==> config.mk <==
export PLATFORM = sky130hd
export DESIGN_NAME = fifo_fwft_flat
export DESIGN_NICKNAME = d
export VERILOG_FILES = /design/src/rtl/fifo_pkg.sv /design/src/rtl/fifo_fwft_if.sv /design/src/rtl/fifo_ptr.sv /design/src/rtl/fifo_fwft.sv /design/src/flat_wrapper.sv
export SDC_FILE = /design/constraint.sdc
export NUM_CORES = 1
export LEC_CHECK = 0
export CAP_MARGIN = 20
export CORE_MARGIN = 10
export CORE_UTILIZATION = 40
export DETAILED_ROUTE_END_ITERATION = 7
export GPL_TIMING_DRIVEN = 0
export PLACE_DENSITY = 0.6
export SLEW_MARGIN = 20
export SYNTH_ARGS = -nofsm -noshare
export SYNTH_HDL_FRONTEND = slang
export SYNTH_SLANG_ARGS = --single-unit
export TNS_END_PERCENT = 100
==> constraint.sdc <==
create_clock -name clk -period 10.9 [get_ports clk]
set_clock_uncertainty 0.15 [all_clocks]
set_input_delay 2.18 -clock clk [delete_from_list [all_inputs] [get_ports clk]]
set_output_delay 2.18 -clock clk [all_outputs]
set_load 0.005 [all_outputs]
==> src/rtl/fifo_pkg.sv <==
// fifo_pkg: shared types and width helpers for the FWFT FIFO.
package fifo_pkg;
   typedef struct packed {
      logic overflow;
      logic underflow;
   } fifo_err_t;
   function automatic int addr_w(input int depth);
      return depth > 1 ? $clog2(depth) : 1;
   endfunction
   function automatic int cnt_w(input int depth);
      return $clog2(depth + 1);
   endfunction
endpackage

==> src/rtl/fifo_fwft_if.sv <==
// fifo_fwft_if: write/read/flush/status bundle of the FWFT FIFO.
// FIFO_ERR_FLAGS_EN adds sticky overflow/underflow flags and their clear.
interface fifo_fwft_if #(
   parameter int DATA_WIDTH = 32,
   parameter int CNT_W      = 5
);
   logic [DATA_WIDTH-1:0] data_in;
   logic                  write_en_in;
   logic                  full_out;
   logic                  almost_full_out;
   logic [DATA_WIDTH-1:0] data_out;
   logic                  read_en_in;
   logic                  empty_out;
   logic                  almost_empty_out;
   logic                  flush_in;
   logic [CNT_W-1:0]      count_out;
   logic [CNT_W-1:0]      free_out;
`ifdef FIFO_ERR_FLAGS_EN
   logic                  overflow_out;
   logic                  underflow_out;
   logic                  err_clr_in;
   modport slave (
      input  data_in, write_en_in, read_en_in, flush_in, err_clr_in,
      output full_out, almost_full_out, data_out, empty_out, almost_empty_out,
             count_out, free_out, overflow_out, underflow_out
   );
   modport master (
      output data_in, write_en_in, read_en_in, flush_in, err_clr_in,
      input  full_out, almost_full_out, data_out, empty_out, almost_empty_out,
             count_out, free_out, overflow_out, underflow_out
   );
`else
   modport slave (
      input  data_in, write_en_in, read_en_in, flush_in,
      output full_out, almost_full_out, data_out, empty_out, almost_empty_out,
             count_out, free_out
   );
   modport master (
      output data_in, write_en_in, read_en_in, flush_in,
      input  full_out, almost_full_out, data_out, empty_out, almost_empty_out,
             count_out, free_out
   );
`endif
endinterface

==> src/rtl/fifo_ptr.sv <==
// fifo_ptr: wrapping address pointer for any depth (explicit compare, not pow2 rollover).
module fifo_ptr
   import fifo_pkg::*;
#(
   parameter  int DEPTH  = 16,
   localparam int ADDR_W = addr_w(DEPTH)
) (
   input  logic              clk,
   input  logic              rst,
   input  logic              inc_in,
   input  logic              clr_in,
   output logic [ADDR_W-1:0] ptr_out
);
   logic [ADDR_W-1:0] ptr_q, ptr_d;
   always_comb
      ptr_d = clr_in ? '0 :
              !inc_in ? ptr_q :
              (ptr_q == ADDR_W'(DEPTH - 1)) ? '0 : ptr_q + ADDR_W'(1);
   always_ff @(posedge clk or posedge rst)
      if (rst) ptr_q <= '0;
      else     ptr_q <= ptr_d;
   assign ptr_out = ptr_q;
endmodule

==> src/rtl/fifo_fwft.sv <==
// fifo_fwft: single-clock first-word-fall-through FIFO, any depth >= 2, with flush and status.
// FIFO_ERR_FLAGS_EN adds sticky overflow/underflow flags cleared by err_clr_in.
module fifo_fwft
   import fifo_pkg::*;
#(
   parameter int DATA_WIDTH = 32,
   parameter int FIFO_DEPTH = 16,
   parameter int AF_MARGIN  = 2,
   parameter int AE_MARGIN  = 2
) (
   input logic       clk,
   input logic       rst,
   fifo_fwft_if.slave q
);
   localparam int ADDR_W = addr_w(FIFO_DEPTH);
   localparam int CNT_W  = cnt_w(FIFO_DEPTH);
   logic [DATA_WIDTH-1:0] mem [FIFO_DEPTH];
   logic [ADDR_W-1:0]     rd_ptr, wr_ptr;
   logic [CNT_W-1:0]      count_q, count_d, free;
   logic                  empty, full, rd_req, wr_req;
   assign empty  = count_q == '0;
   assign full   = count_q == CNT_W'(FIFO_DEPTH);
   assign free   = CNT_W'(FIFO_DEPTH) - count_q;
   assign rd_req = q.read_en_in & ~empty;
   // a full queue still accepts a write when the head is popped in the same cycle
   assign wr_req = q.write_en_in & (~full | rd_req);
   fifo_ptr #(.DEPTH(FIFO_DEPTH)) u_rd_ptr (
      .clk, .rst, .inc_in(rd_req & ~q.flush_in), .clr_in(q.flush_in), .ptr_out(rd_ptr)
   );
   fifo_ptr #(.DEPTH(FIFO_DEPTH)) u_wr_ptr (
      .clk, .rst, .inc_in(wr_req & ~q.flush_in), .clr_in(q.flush_in), .ptr_out(wr_ptr)
   );
   always_comb
      count_d = q.flush_in          ? '0 :
                (wr_req & ~rd_req)  ? count_q + CNT_W'(1) :
                (rd_req & ~wr_req)  ? count_q - CNT_W'(1) : count_q;
   always_ff @(posedge clk or posedge rst)
      if (rst) count_q <= '0;
      else     count_q <= count_d;
   always_ff @(posedge clk)
      if (wr_req & ~q.flush_in) mem[wr_ptr] <= q.data_in;
   assign q.data_out         = empty ? '0 : mem[rd_ptr];
   assign q.empty_out        = empty;
   assign q.full_out         = full;
   assign q.count_out        = count_q;
   assign q.free_out         = free;
   assign q.almost_empty_out = count_q <= CNT_W'(AE_MARGIN);
   assign q.almost_full_out  = free <= CNT_W'(AF_MARGIN);
`ifdef FIFO_ERR_FLAGS_EN
   fifo_err_t err_q, err_d;
   always_comb begin
      err_d.overflow  = q.err_clr_in ? 1'b0 : err_q.overflow  | (q.write_en_in & full & ~rd_req);
      err_d.underflow = q.err_clr_in ? 1'b0 : err_q.underflow | (q.read_en_in & empty);
   end
   always_ff @(posedge clk or posedge rst)
      if (rst) err_q <= '0;
      else     err_q <= err_d;
   assign q.overflow_out  = err_q.overflow;
   assign q.underflow_out = err_q.underflow;
`endif
endmodule
==> src/flat_wrapper.sv <==
// flat-port wrapper written by rule: the top's interface ports become plain ports
module fifo_fwft_flat import fifo_pkg::*;
#(
   parameter int DATA_WIDTH = 32,
   parameter int FIFO_DEPTH = 16,
   parameter int AF_MARGIN  = 2,
   parameter int AE_MARGIN  = 2
)
  (clk, rst, q_data_in, q_write_en_in, q_read_en_in, q_flush_in, q_full_out, q_almost_full_out, q_data_out, q_empty_out, q_almost_empty_out, q_count_out, q_free_out);
  fifo_fwft_if #(.DATA_WIDTH(DATA_WIDTH)) q_i ();
  input logic clk;
  input logic rst;
  input wire logic [$bits(q_i.data_in)-1:0] q_data_in;
  input wire logic [$bits(q_i.write_en_in)-1:0] q_write_en_in;
  input wire logic [$bits(q_i.read_en_in)-1:0] q_read_en_in;
  input wire logic [$bits(q_i.flush_in)-1:0] q_flush_in;
  output wire logic [$bits(q_i.full_out)-1:0] q_full_out;
  output wire logic [$bits(q_i.almost_full_out)-1:0] q_almost_full_out;
  output wire logic [$bits(q_i.data_out)-1:0] q_data_out;
  output wire logic [$bits(q_i.empty_out)-1:0] q_empty_out;
  output wire logic [$bits(q_i.almost_empty_out)-1:0] q_almost_empty_out;
  output wire logic [$bits(q_i.count_out)-1:0] q_count_out;
  output wire logic [$bits(q_i.free_out)-1:0] q_free_out;
  assign q_i.data_in = q_data_in;
  assign q_i.write_en_in = q_write_en_in;
  assign q_i.read_en_in = q_read_en_in;
  assign q_i.flush_in = q_flush_in;
  assign q_full_out = q_i.full_out;
  assign q_almost_full_out = q_i.almost_full_out;
  assign q_data_out = q_i.data_out;
  assign q_empty_out = q_i.empty_out;
  assign q_almost_empty_out = q_i.almost_empty_out;
  assign q_count_out = q_i.count_out;
  assign q_free_out = q_i.free_out;
  fifo_fwft #(.DATA_WIDTH(DATA_WIDTH), .FIFO_DEPTH(FIFO_DEPTH), .AF_MARGIN(AF_MARGIN), .AE_MARGIN(AE_MARGIN)) u_core (.clk(clk), .rst(rst), .q(q_i));
endmodule
==> results.yml, run 1 <==
outcome:
  status: "completed"
setup_path:
  crit_path_max_fanout: 10
  slowest_stage: "clkbuf_1"
  r2r_end: "u_core.mem[3][15]"
  worstPathCellList: "inv_1 -> ha_1 -> nor3b_1 -> ha_1 -> nand2b_1 -> clkbuf_1 -> clkbuf_1 -> o22ai_1 -> clkdlybuf4s50_1"
  max_stage_delay_ns: 0.73
  ff2ff_setup_slack_ns: 6.83
  worst-endpoint-required_ns: 8.57
  worst-setup-path-type: "flop to primary output"
  worst_setup_path_start_kind: "flop"
  r2r_cells: 12
  critPathArrivalTime_ns: 4.60
  end_kind: "primary output"
  reg2reg_from: "u_core.q.count_out[0]"
yosys:
  yosys.area.top_type_share: 0.736
  ys_seq_elements: 525
  synth_area_leaders: "edfxtp_1 (74%), mux2i_1 (11%), a22oi_1 (4.3%), dfrtp_1 (1.6%), mux4_2 (1.3%)"
  synth_edf_count: 512
  synth_area_um2: 20900
  async_flop_share: 0.0248
  synth.distinct_cells: 46
  synth_warnings: 0
  synth-main-ff-cell: "edfxtp_1"
  netlist_instances: 1170
  syn_area_per_cell_um2: 17.8
  syn_nets: 1221
  yosys.area.top_type: "edfxtp_1"
  ys_seq_area_frac: 0.752
hold_path:
  hold_start: "u_core.u_wr_ptr.ptr_out[1]"
  hold_end: "u_core.u_wr_ptr.ptr_out[1]"
  hold_depth: 2
  hold_path.class: "flop to flop"
global_routing:
  grt_pass1_wl_um: 77500
  gr-total-overflow: 0
  grt_pass1_vias: 11300
  grt_use_total: 0.169
  antenna_found_initial: 2
  grt_max_degree: 18
placement:
  dp.cells: 1971
  post_dp_cell_area_um2: 23400
  preCtsSetupSlack_ns: 4.57
  dp_hpwl_um: 34300
  place_congestion: 0.754
  io_buffers: 81
sta:
  setup_viol: 0
  slew_headroom: 0.311
  tns_ns: 0
  setup_slack_ns: 3.97
  worst_pin_slew_ns: 1.03
  fin_crit_ns: 6.93
  fmax_mhz: 144
  final-hold-violation-count: 0
  drv_slew: 0
  finalCritPeriodShare: 0.636
  rsz0062_at_grt: "false"
die:
  die_area_um2: 61700
  die_h_um: 248
  design.core.area_um2: 51500
  row_count: 83
  dieWidth_um: 248
  io_pins: 83
  start_util: 0.405
clock_tree:
  ctsResizeCount: 0
  hold_buffers: 0
  cts.sinks: 525
  numCtsBuffers: 52
  clk_latency_ns: 0.58
  cts_tree: "built"
  htreeDepth: 2
  cts_setup_buffers: 0
  path_clk_slew_ns: 0.06
  clockBufferDepth: 3
  root_buffer: "clkbuf_16"
pwr:
  p_leak_nw: 8.19
  powerDensity_nw_per_um2: 219
  irDropWorstVdd_mv: 0.151
finish:
  fillCellCount: 4346
  syn2layout_area_growth_pct: 20.5
  diodes: 0
  nNetsFinal: 1396
  fin_util: 0.489
  layout-drive-gt1-share: 0.137
  layout_commonest_cell: "edfxtp_1"
  final_cell_mix: "edfxtp_1 (512), mux2i_1 (237), a22oi_1 (120), clkdlybuf4s50_1 (81), nand2_1 (67)"
  design_area_um2: 25200
  final-instance-count-excl-fill: 2067
detailed_routing:
  met2WireLength_um: 25500
  top_layer: "met5"
  wire_per_inst_um: 26.2
  drtIter0Drc: 1148
  wl_met3_um: 3550
  met1_length_um: 23800
  wl_um: 54100
  viasPerCell: 5.46
  drc_errors: 0
  firstDrtPassIters: 6
  vias: 11300
  postRouteAntennaNets: 0
job:
  max_cap_violations: 0
metrics by stage:
| step | hold WS (ns) | total power, mW |
|---|---|---|
| finish | 0.465 | 5.52 |
| floorplan | 0.408 | 3.08 |
| global route | 0.504 | 5.73 |
| global placement | 0.446 | 3.67 |
| detailed placement | 0.456 | 3.68 |
| CTS | 0.469 | 5.57 |
per-layer routing:
layer,GRT usage,up-vias
li1,-,5008
met1,0.232,5813
met2,0.268,385
met3,0.0303,79
met4,0.0491,4
met5,0,-
cell type report:
type | instances | area, um2 | area share
plain buffers | 68 | 473 | 0.0188
clock buffers | 66 | 1380 | 0.0546
clock inverters | 30 | 424 | 0.0169
inverters | 14 | 52.6 | 0.00209
multi-input cells | 563 | 4770 | 0.189
flip-flops and latches | 525 | 15700 | 0.624
well taps | 680 | 851 | 0.0338
repair buffers | 121 | 1530 | 0.0606
power by group:
group / total (mW) / internal [mW] / switching, mW
clock network: 1.90 / 1.15 / 0.749
logic: 1.35 / 0.625 / 0.726
registers: 2.27 / 2.25 / 0.0248
total: 5.52 / 4.02 / 1.50
sequential cells by signal, indices dropped and copies added (netlist names):
signal / flops
u_core.mem: 512
u_core.q.count_out: 5
u_core.u_rd_ptr.ptr_out: 4
u_core.u_wr_ptr.ptr_out: 4
worst max-delay path by stage:
stage	cells past startpoint	slack [ns]	from	end
floorplan	5	5.26	q_read_en_in	u_core.mem[0][0]
CTS	9	3.93	u_core.q.count_out[0]	q_data_out[26]
global route	9	3.70	u_core.q.count_out[0]	q_data_out[26]
finish	9	3.97	u_core.q.count_out[0]	q_data_out[26]
detailed placement	9	4.57	u_core.q.count_out[0]	q_data_out[26]
global placement	6	2.10	q_read_en_in	u_core.mem[1][15]
synth_stat cells (6+ instances only):
| cell type | count |
|---|---|
| edfxtp_1 | 512 |
| mux2i_1 | 237 |
| a22oi_1 | 120 |
| nand2_1 | 67 |
| o22ai_1 | 29 |
| clkbuf_1 | 25 |
| nor2_1 | 23 |
| buf_6 | 20 |
| dfrtp_1 | 13 |
| ha_1 | 13 |
| inv_1 | 13 |
| mux4_2 | 12 |
| buf_2 | 11 |
| buf_4 | 7 |
| nor3_1 | 7 |
| xnor2_1 | 7 |
| a21oi_1 | 6 |
| nand2b_1 | 6 |
worst max-delay path, delay by kind of cell, from the launching register on:
family / cells / cell delay, ns
buf+inv: 4 / 2.13
fa+ha+maj: 2 / 0.56
simple gates: 2 / 0.56
flops: 1 / 0.44
compound gates: 1 / 0.31
cells by family after synthesis:
group | synth area share
flip-flops | 0.752
multiplexers | 0.127
AO/OA/AOI/OAI | 0.0604
AND/OR/NAND/NOR | 0.0243
buffers and inverters | 0.0252
adder cells (fa/ha/maj) | 0.00875
XOR/XNOR | 0.00294
(Power assumes the default switching activity.)
==> inputs of run 2 (changes only) <==
--- a/config.mk
+++ b/config.mk
@@ -10,7 +10,7 @@
 export CORE_UTILIZATION = 40
 export DETAILED_ROUTE_END_ITERATION = 7
 export GPL_TIMING_DRIVEN = 0
-export PLACE_DENSITY = 0.6
+export PLACE_DENSITY = 0.62
 export SLEW_MARGIN = 20
 export SYNTH_ARGS = -nofsm -noshare
 export SYNTH_HDL_FRONTEND = slang
==> constraint.sdc (replaced) <==
create_clock -name clk -period 5.74 [get_ports clk]
set_clock_uncertainty 0.15 [all_clocks]
set_input_delay 1.148 -clock clk [delete_from_list [all_inputs] [get_ports clk]]
set_output_delay 1.148 -clock clk [all_outputs]
set_load 0.005 [all_outputs]
==> run 2 against run 1 <==
Effect of this change: count of clock-buffer cells in the layout rose by 4; global-route usage is 0.17 points lower; wire length down 2.3%; sequential power grew 90%; register-to-register slack worse by 5.0 ns; largest cell class unchanged; worst hold slack gained 0.0061 ns; sequential share of layout area is 0.27 points higher; worst setup slack lost 3.7 ns; critical path type unchanged.
==> results.yml, run 2 (synthesis gave the netlist of run 1 again) <==
clock_tree:
  cts_tree: "built"
  numCtsBuffers: 53
  cts.sinks: 525
  path_clk_slew_ns: 0.06
  htreeDepth: 2
  hold_buffers: 0
  cts_setup_buffers: 0
  clockBufferDepth: 3
  root_buffer: "clkbuf_16"
  clk_latency_ns: 0.60
die:
  row_count: 83
  start_util: 0.405
  dieWidth_um: 248
  design.core.area_um2: 51500
  die_h_um: 248
  die_area_um2: 61700
  io_pins: 83
setup_path:
  worst-setup-path-type: "flop to primary output"
  worstPathCellList: "inv_1 -> ha_1 -> nor3b_1 -> ha_1 -> or2_2 -> clkbuf_1 -> clkbuf_1 -> o22ai_1 -> clkdlybuf4s50_1"
  worst-endpoint-required_ns: 4.44
  r2r_cells: 11
  cpLargestDelayFamily: "buffers and inverters"
  crit_path_max_fanout: 10
  ff2ff_setup_slack_ns: 1.79
  slowest_stage: "clkbuf_1"
  worst_setup_path_start_kind: "flop"
  end_kind: "primary output"
  max_stage_delay_ns: 0.81
  crit_buf_inv: 4
  path_depth: 9
  critPathArrivalTime_ns: 4.20
sta:
  slew_headroom: 0.323
  setup_slack_ns: 0.246
  tns_ns: 0
  fin_crit_ns: 5.49
  finalCritPeriodShare: 0.957
  rsz0062_at_grt: "false"
  worst_pin_slew_ns: 1.02
  final-hold-violation-count: 0
  hold_slack_ns: 0.471
  setup_viol: 0
  drv_slew: 0
  fmax_mhz: 182
detailed_routing:
  drc_errors: 0
  vias: 11200
  viasPerCell: 5.43
  wire_per_inst_um: 25.6
  postRouteAntennaNets: 0
  firstDrtPassIters: 7
  drtIter0Drc: 1074
  wl_um: 52900
placement:
  dp.cells: 1969
  post_dp_cell_area_um2: 23300
  dp_hpwl_um: 33900
  place_congestion: 0.751
  io_buffers: 81
  preCtsSetupSlack_ns: 0.423
finish:
  layout-drive-gt1-share: 0.138
  final-instance-count-excl-fill: 2066
  final_cell_mix: "edfxtp_1 (512), mux2i_1 (237), a22oi_1 (120), clkdlybuf4s50_1 (81), nand2_1 (67)"
  fin_util: 0.486
  design_area_um2: 25100
  syn2layout_area_growth_pct: 20.0
  diodes: 0
  largest_reg_flops: 512
  top_register: "u_core.mem"
  layout_commonest_cell: "edfxtp_1"
  nNetsFinal: 1395
global_routing:
  grt_max_degree: 18
  grt_pass1_vias: 11300
  antenna_found_initial: 2
  gr-total-overflow: 0
  grt_pass1_wl_um: 77000
  grt_use_total: 0.167
pwr:
  pwr-share-clk: 0.334
  irDropWorstVdd_mv: 0.382
  powerDensity_nw_per_um2: 412
  p_seq_frac: 0.418
  p_leak_nw: 8.16
  p_sw_mw: 2.82
  comb_power_share: 0.248
  p_int_mw: 7.51
  p_total_mw: 10.3
  swShare: 0.273
hold_path:
  hold_depth: 2
  hold_path.class: "flop to flop"
job:
  max_cap_violations: 0
outcome:
  status: "completed"
## run 2: what timing repair did
item | CTS | global route
endpoints found under the hold margin | 0 | 0
gates resized for setup | 1 | 2
setup endpoints to repair | 10 | 1
## run 2: worst min-delay path, stage by stage (launching register included)
cell	delay, ns
dfrtp_1	0.41
mux2i_1	0.09
nor2_1	0.08
## run 2: worst paths after layout
kind | start | endpoint
max | u_core.q.count_out[0] | q_data_out[6]
min | u_core.u_wr_ptr.ptr_out[1] | u_core.u_wr_ptr.ptr_out[1]
max reg2reg | u_core.q.count_out[0] | u_core.mem[3][20]
min reg2reg | u_core.u_wr_ptr.ptr_out[1] | u_core.u_wr_ptr.ptr_out[1]
max in group asynchronous | rst | u_core.u_rd_ptr.ptr_out[3]
min in group asynchronous | rst | u_core.q.count_out[4]
## run 2: routing by layer
layer  vias up  part of all wire  wire (um)  GRT usage
met4         4             0.023       1230     0.0497
met3        89             0.071       3770     0.0320
li1       5017                 -          -          -
met2       420              0.48      25200      0.268
met5         -           0.00064         34          0
met1      5693              0.43      22700      0.226
## run 2: power by group through the flow
stage / Combinational (mW) / Sequential [mW] / Clock, mW
floorplan: 1.45 / 4.39 / 0
global placement: 2.55 / 4.41 / 0
detailed placement: 2.58 / 4.40 / 0
CTS: 2.60 / 4.32 / 3.51
global route: 2.75 / 4.32 / 3.68
finish: 2.56 / 4.32 / 3.45
## run 2: layout make-up
class | instances | area [um2]
Buffer | 68 | 475
Clock buffer | 70 | 1460
Clock inverter | 27 | 284
Fill cell | 4294 | 26500
Inverter | 14 | 52.6
Multi-Input combinational cell | 563 | 4770
Sequential cell | 525 | 15700
Tap cell | 680 | 851
Timing Repair Buffer | 119 | 1470
==> inputs of run 3 (changes only) <==
--- a/config.mk
+++ b/config.mk
@@ -8,6 +8,7 @@
 export CAP_MARGIN = 20
 export CORE_MARGIN = 10
 export CORE_UTILIZATION = 40
+export CTS_CLUSTER_DIAMETER = 150
 export DETAILED_ROUTE_END_ITERATION = 7
 export GPL_TIMING_DRIVEN = 0
 export PLACE_DENSITY = 0.62
==> results of run 3 <==
Final layout, timing and power as in run 2 (identical DEF).
==> patch (config.mk and constraints of run 3) <==
`DATA_WIDTH` is set to 32 in 3 places; all go to 64.
--- a/src/rtl/fifo_fwft_if.sv
+++ b/src/rtl/fifo_fwft_if.sv
@@ -3,3 +3,3 @@
 interface fifo_fwft_if #(
-   parameter int DATA_WIDTH = 32,
+   parameter int DATA_WIDTH = 64,
    parameter int CNT_W      = 5
--- a/src/rtl/fifo_fwft.sv
+++ b/src/rtl/fifo_fwft.sv
@@ -5,3 +5,3 @@
 #(
-   parameter int DATA_WIDTH = 32,
+   parameter int DATA_WIDTH = 64,
    parameter int FIFO_DEPTH = 16,
--- a/src/flat_wrapper.sv
+++ b/src/flat_wrapper.sv
@@ -3,3 +3,3 @@
 #(
-   parameter int DATA_WIDTH = 32,
+   parameter int DATA_WIDTH = 64,
    parameter int FIFO_DEPTH = 16,
Ports: changed (resized q_data_in and q_data_out); port bits go from 83 to 147. The function was not compared with the original's and may differ.
==> patch against run 3 <==
  * Sequential cell count up 512
  * Register-to-register slack worse by 0.36 ns
  * Synthesized cell count up 87%
  * Clock power up 85%
  * Design area up 94%
  * Setup slack worse by 0.072 ns
  * Wire length up 100%
  * Sequential share of layout area up 1.3 points
  * Synthesized area up 95%
  * Non-clock buffer count up 161
  * Power up 91%
  * Utilization down 0.24 points
  * Critical path type unchanged
  * Largest cell class unchanged
  * Largest power group unchanged
==> patch: results (changes against run 3) <==
[cts]
cts_made_buffers=101  ; was 53
root_buffer=clkbuf_16  ; unchanged
worstSkewPairLatency_ns=0.67  ; was 0.60 ns
htree_levels=3  ; was 2

[placed_design]
gp_congestion=0.769  ; was 0.751
hpwl_um=72600  ; was 33900 um
place_ws_ns=0.365  ; was 0.423 ns
placed_area_um2=45400  ; was 23300 um^2
portBuffers=145  ; was 81

[routing]
wl_met2_um=53800  ; was 25200 um
ant_nets=0  ; unchanged
met3_wirelength_um=8280  ; was 3770 um
drt_iter0_drc=2315  ; was 1074
routedLengthMet1_um=43900  ; was 22700 um
wirelength_um=108000  ; was 52900 um
avgViaCountPerCell=5.50  ; was 5.43
dr.pass1.iters=5  ; was 7
top_layer=met5  ; unchanged

[synthesis]
synth_commonest_cells=edfxtp_1 (1024), mux2i_1 (452), a22oi_1 (195), nand2_1 (106), o21ai_1 (59)  ; was edfxtp_1 (512), mux2i_1 (237), a22oi_1 (120), nand2_1 (67), o22ai_1 (29)
synth-xor-area-share_pct=0.151  ; was 0.294%
synthArstFlopShare_pct=1.25  ; was 2.48%
synth-edff-count=1024  ; was 512
yosysSeqAreaShare_pct=76.4  ; was 75.2%
yosysUniqueCellTypes=48  ; was 46
synthAdderAreaFrac_pct=0.449  ; was 0.875%
yosys-top-cells-area=edfxtp_1 (76%), mux2i_1 (11%), a22oi_1 (3.6%)  ; was edfxtp_1 (74%), mux2i_1 (11%), a22oi_1 (4.3%)
synth_nets=2268  ; was 1221
synth.area.mux_share_pct=12.8  ; was 12.7%
synth-compound-area-share_pct=5.94  ; was 6.04%

[sta]
max_slew.worst_pin.slew_ns=1.07  ; was 1.02 ns

[power_and_ir_drop]
ir_drop_uv=295  ; was 382 uV
p_leak_nw=15.5  ; was 8.16 nW
p_sw_mw=5.51  ; was 2.82 mW

[finish]
nets=2588  ; was 1395
regMostFlops=u_core.mem  ; unchanged
largest_register_ffs=1024  ; was 512
drive_above_1_share_pct=13.7  ; was 13.8%

[grt]
grt_pass1_vias=22500  ; was 11300
grt_max_degree=21  ; was 18
grt_usage_pct=18.3  ; was 16.7%
grt_pass1_wl_um=155000  ; was 77000 um
antenna_found_initial=10  ; was 2

[status]
status=finished clean  ; unchanged

[critical_path]
worstPathArrival_ns=4.27  ; was 4.20 ns

-- patch: cell types whose count changed after synthesis, sizes merged, moves of 19 or more --
cell	run 3	this run
a22oi	120	195
o21ai	6	65
mux4	12	31
mux2i	237	452
nand2	67	106
edfxtp	512	1024
a221oi	0	31
buf	43	92
-- patch: worst max-delay path, stage by stage, from the launching register on --
cell and delay [ns]:
dfrtp_1 0.51, inv_1 0.15, ha_1 0.24, nor3b_1 0.17, ha_2 0.27, or2_2 0.29, clkbuf_2 0.33, clkbuf_2 0.42
o22ai_1 0.57, clkdlybuf4s50_1 0.64
-- patch: metrics by stage --
stage	cells	TNS, ns
floorplan	2185	0
global placement	3687	-3415.89
detailed placement	3759	0
CTS	3946	0
global route	3947	0
finish	3949	0
-- patch: metal layers --
| layer | track usage, % | vias up |
|---|---|---|
| met5 | 0 | - |
| met4 | 4.56 | 12 |
| met3 | 4.11 | 142 |
| met2 | 31.2 | 899 |
| met1 | 23.4 | 11200 |
| li1 | - | 9486 |
-- patch: final timing paths --
path | from | to | slack [ns] | depth (start not counted)
max in group asynchronous | rst | u_core.u_rd_ptr.ptr_out[2]$_DFFE_PP0P_ | 4.34 | 2
worst max register to register | u_core.q.count_out[0]$_DFFE_PP0P_ | u_core.mem[12][12]$_DFFE_PP_ | 1.43 | 12
min in group asynchronous | rst | u_core.q.count_out[3]$_DFFE_PP0P_ | 0.70 | 2
worst min-delay path | u_core.u_wr_ptr.ptr_out[1]$_DFFE_PP0P_ | u_core.u_wr_ptr.ptr_out[1]$_DFFE_PP0P_ | 0.49 | 2
worst max-delay path | u_core.q.count_out[0]$_DFFE_PP0P_ | q_data_out[34] | 0.17 | 9
worst min register to register | u_core.u_wr_ptr.ptr_out[1]$_DFFE_PP0P_ | u_core.u_wr_ptr.ptr_out[1]$_DFFE_PP0P_ | 0.49 | 2
-- patch: area by class of cell --
type	instances	area [um^2]
Timing Repair Buffer	217	2930
Tap cell	1357	1700
Sequential cell	1037	31100
Antenna cell	3	7.51
Buffer	131	1020
Fill cell	8244	51800
Clock buffer	129	2680
Clock inverter	58	498
Multi-Input combinational cell	1003	8670
Inverter	14	52.6
-- patch: what timing repair did --
| action | 4_1_cts | 5_1_grt |
|---|---|---|
| pin swaps | 0 | 0 |
| gates resized for setup | 6 | 5 |
| endpoints found under the setup margin | 40 | 16 |
-- patch: power by group through the flow --
stage,clock network (mW),registers [mW],logic [mW]
CTS,6.47,8.49,4.96
global placement,0,8.66,4.83
detailed placement,0,8.65,4.93
finish,6.37,8.49,4.90
floorplan,0,8.64,2.70
global route,6.78,8.50,5.21
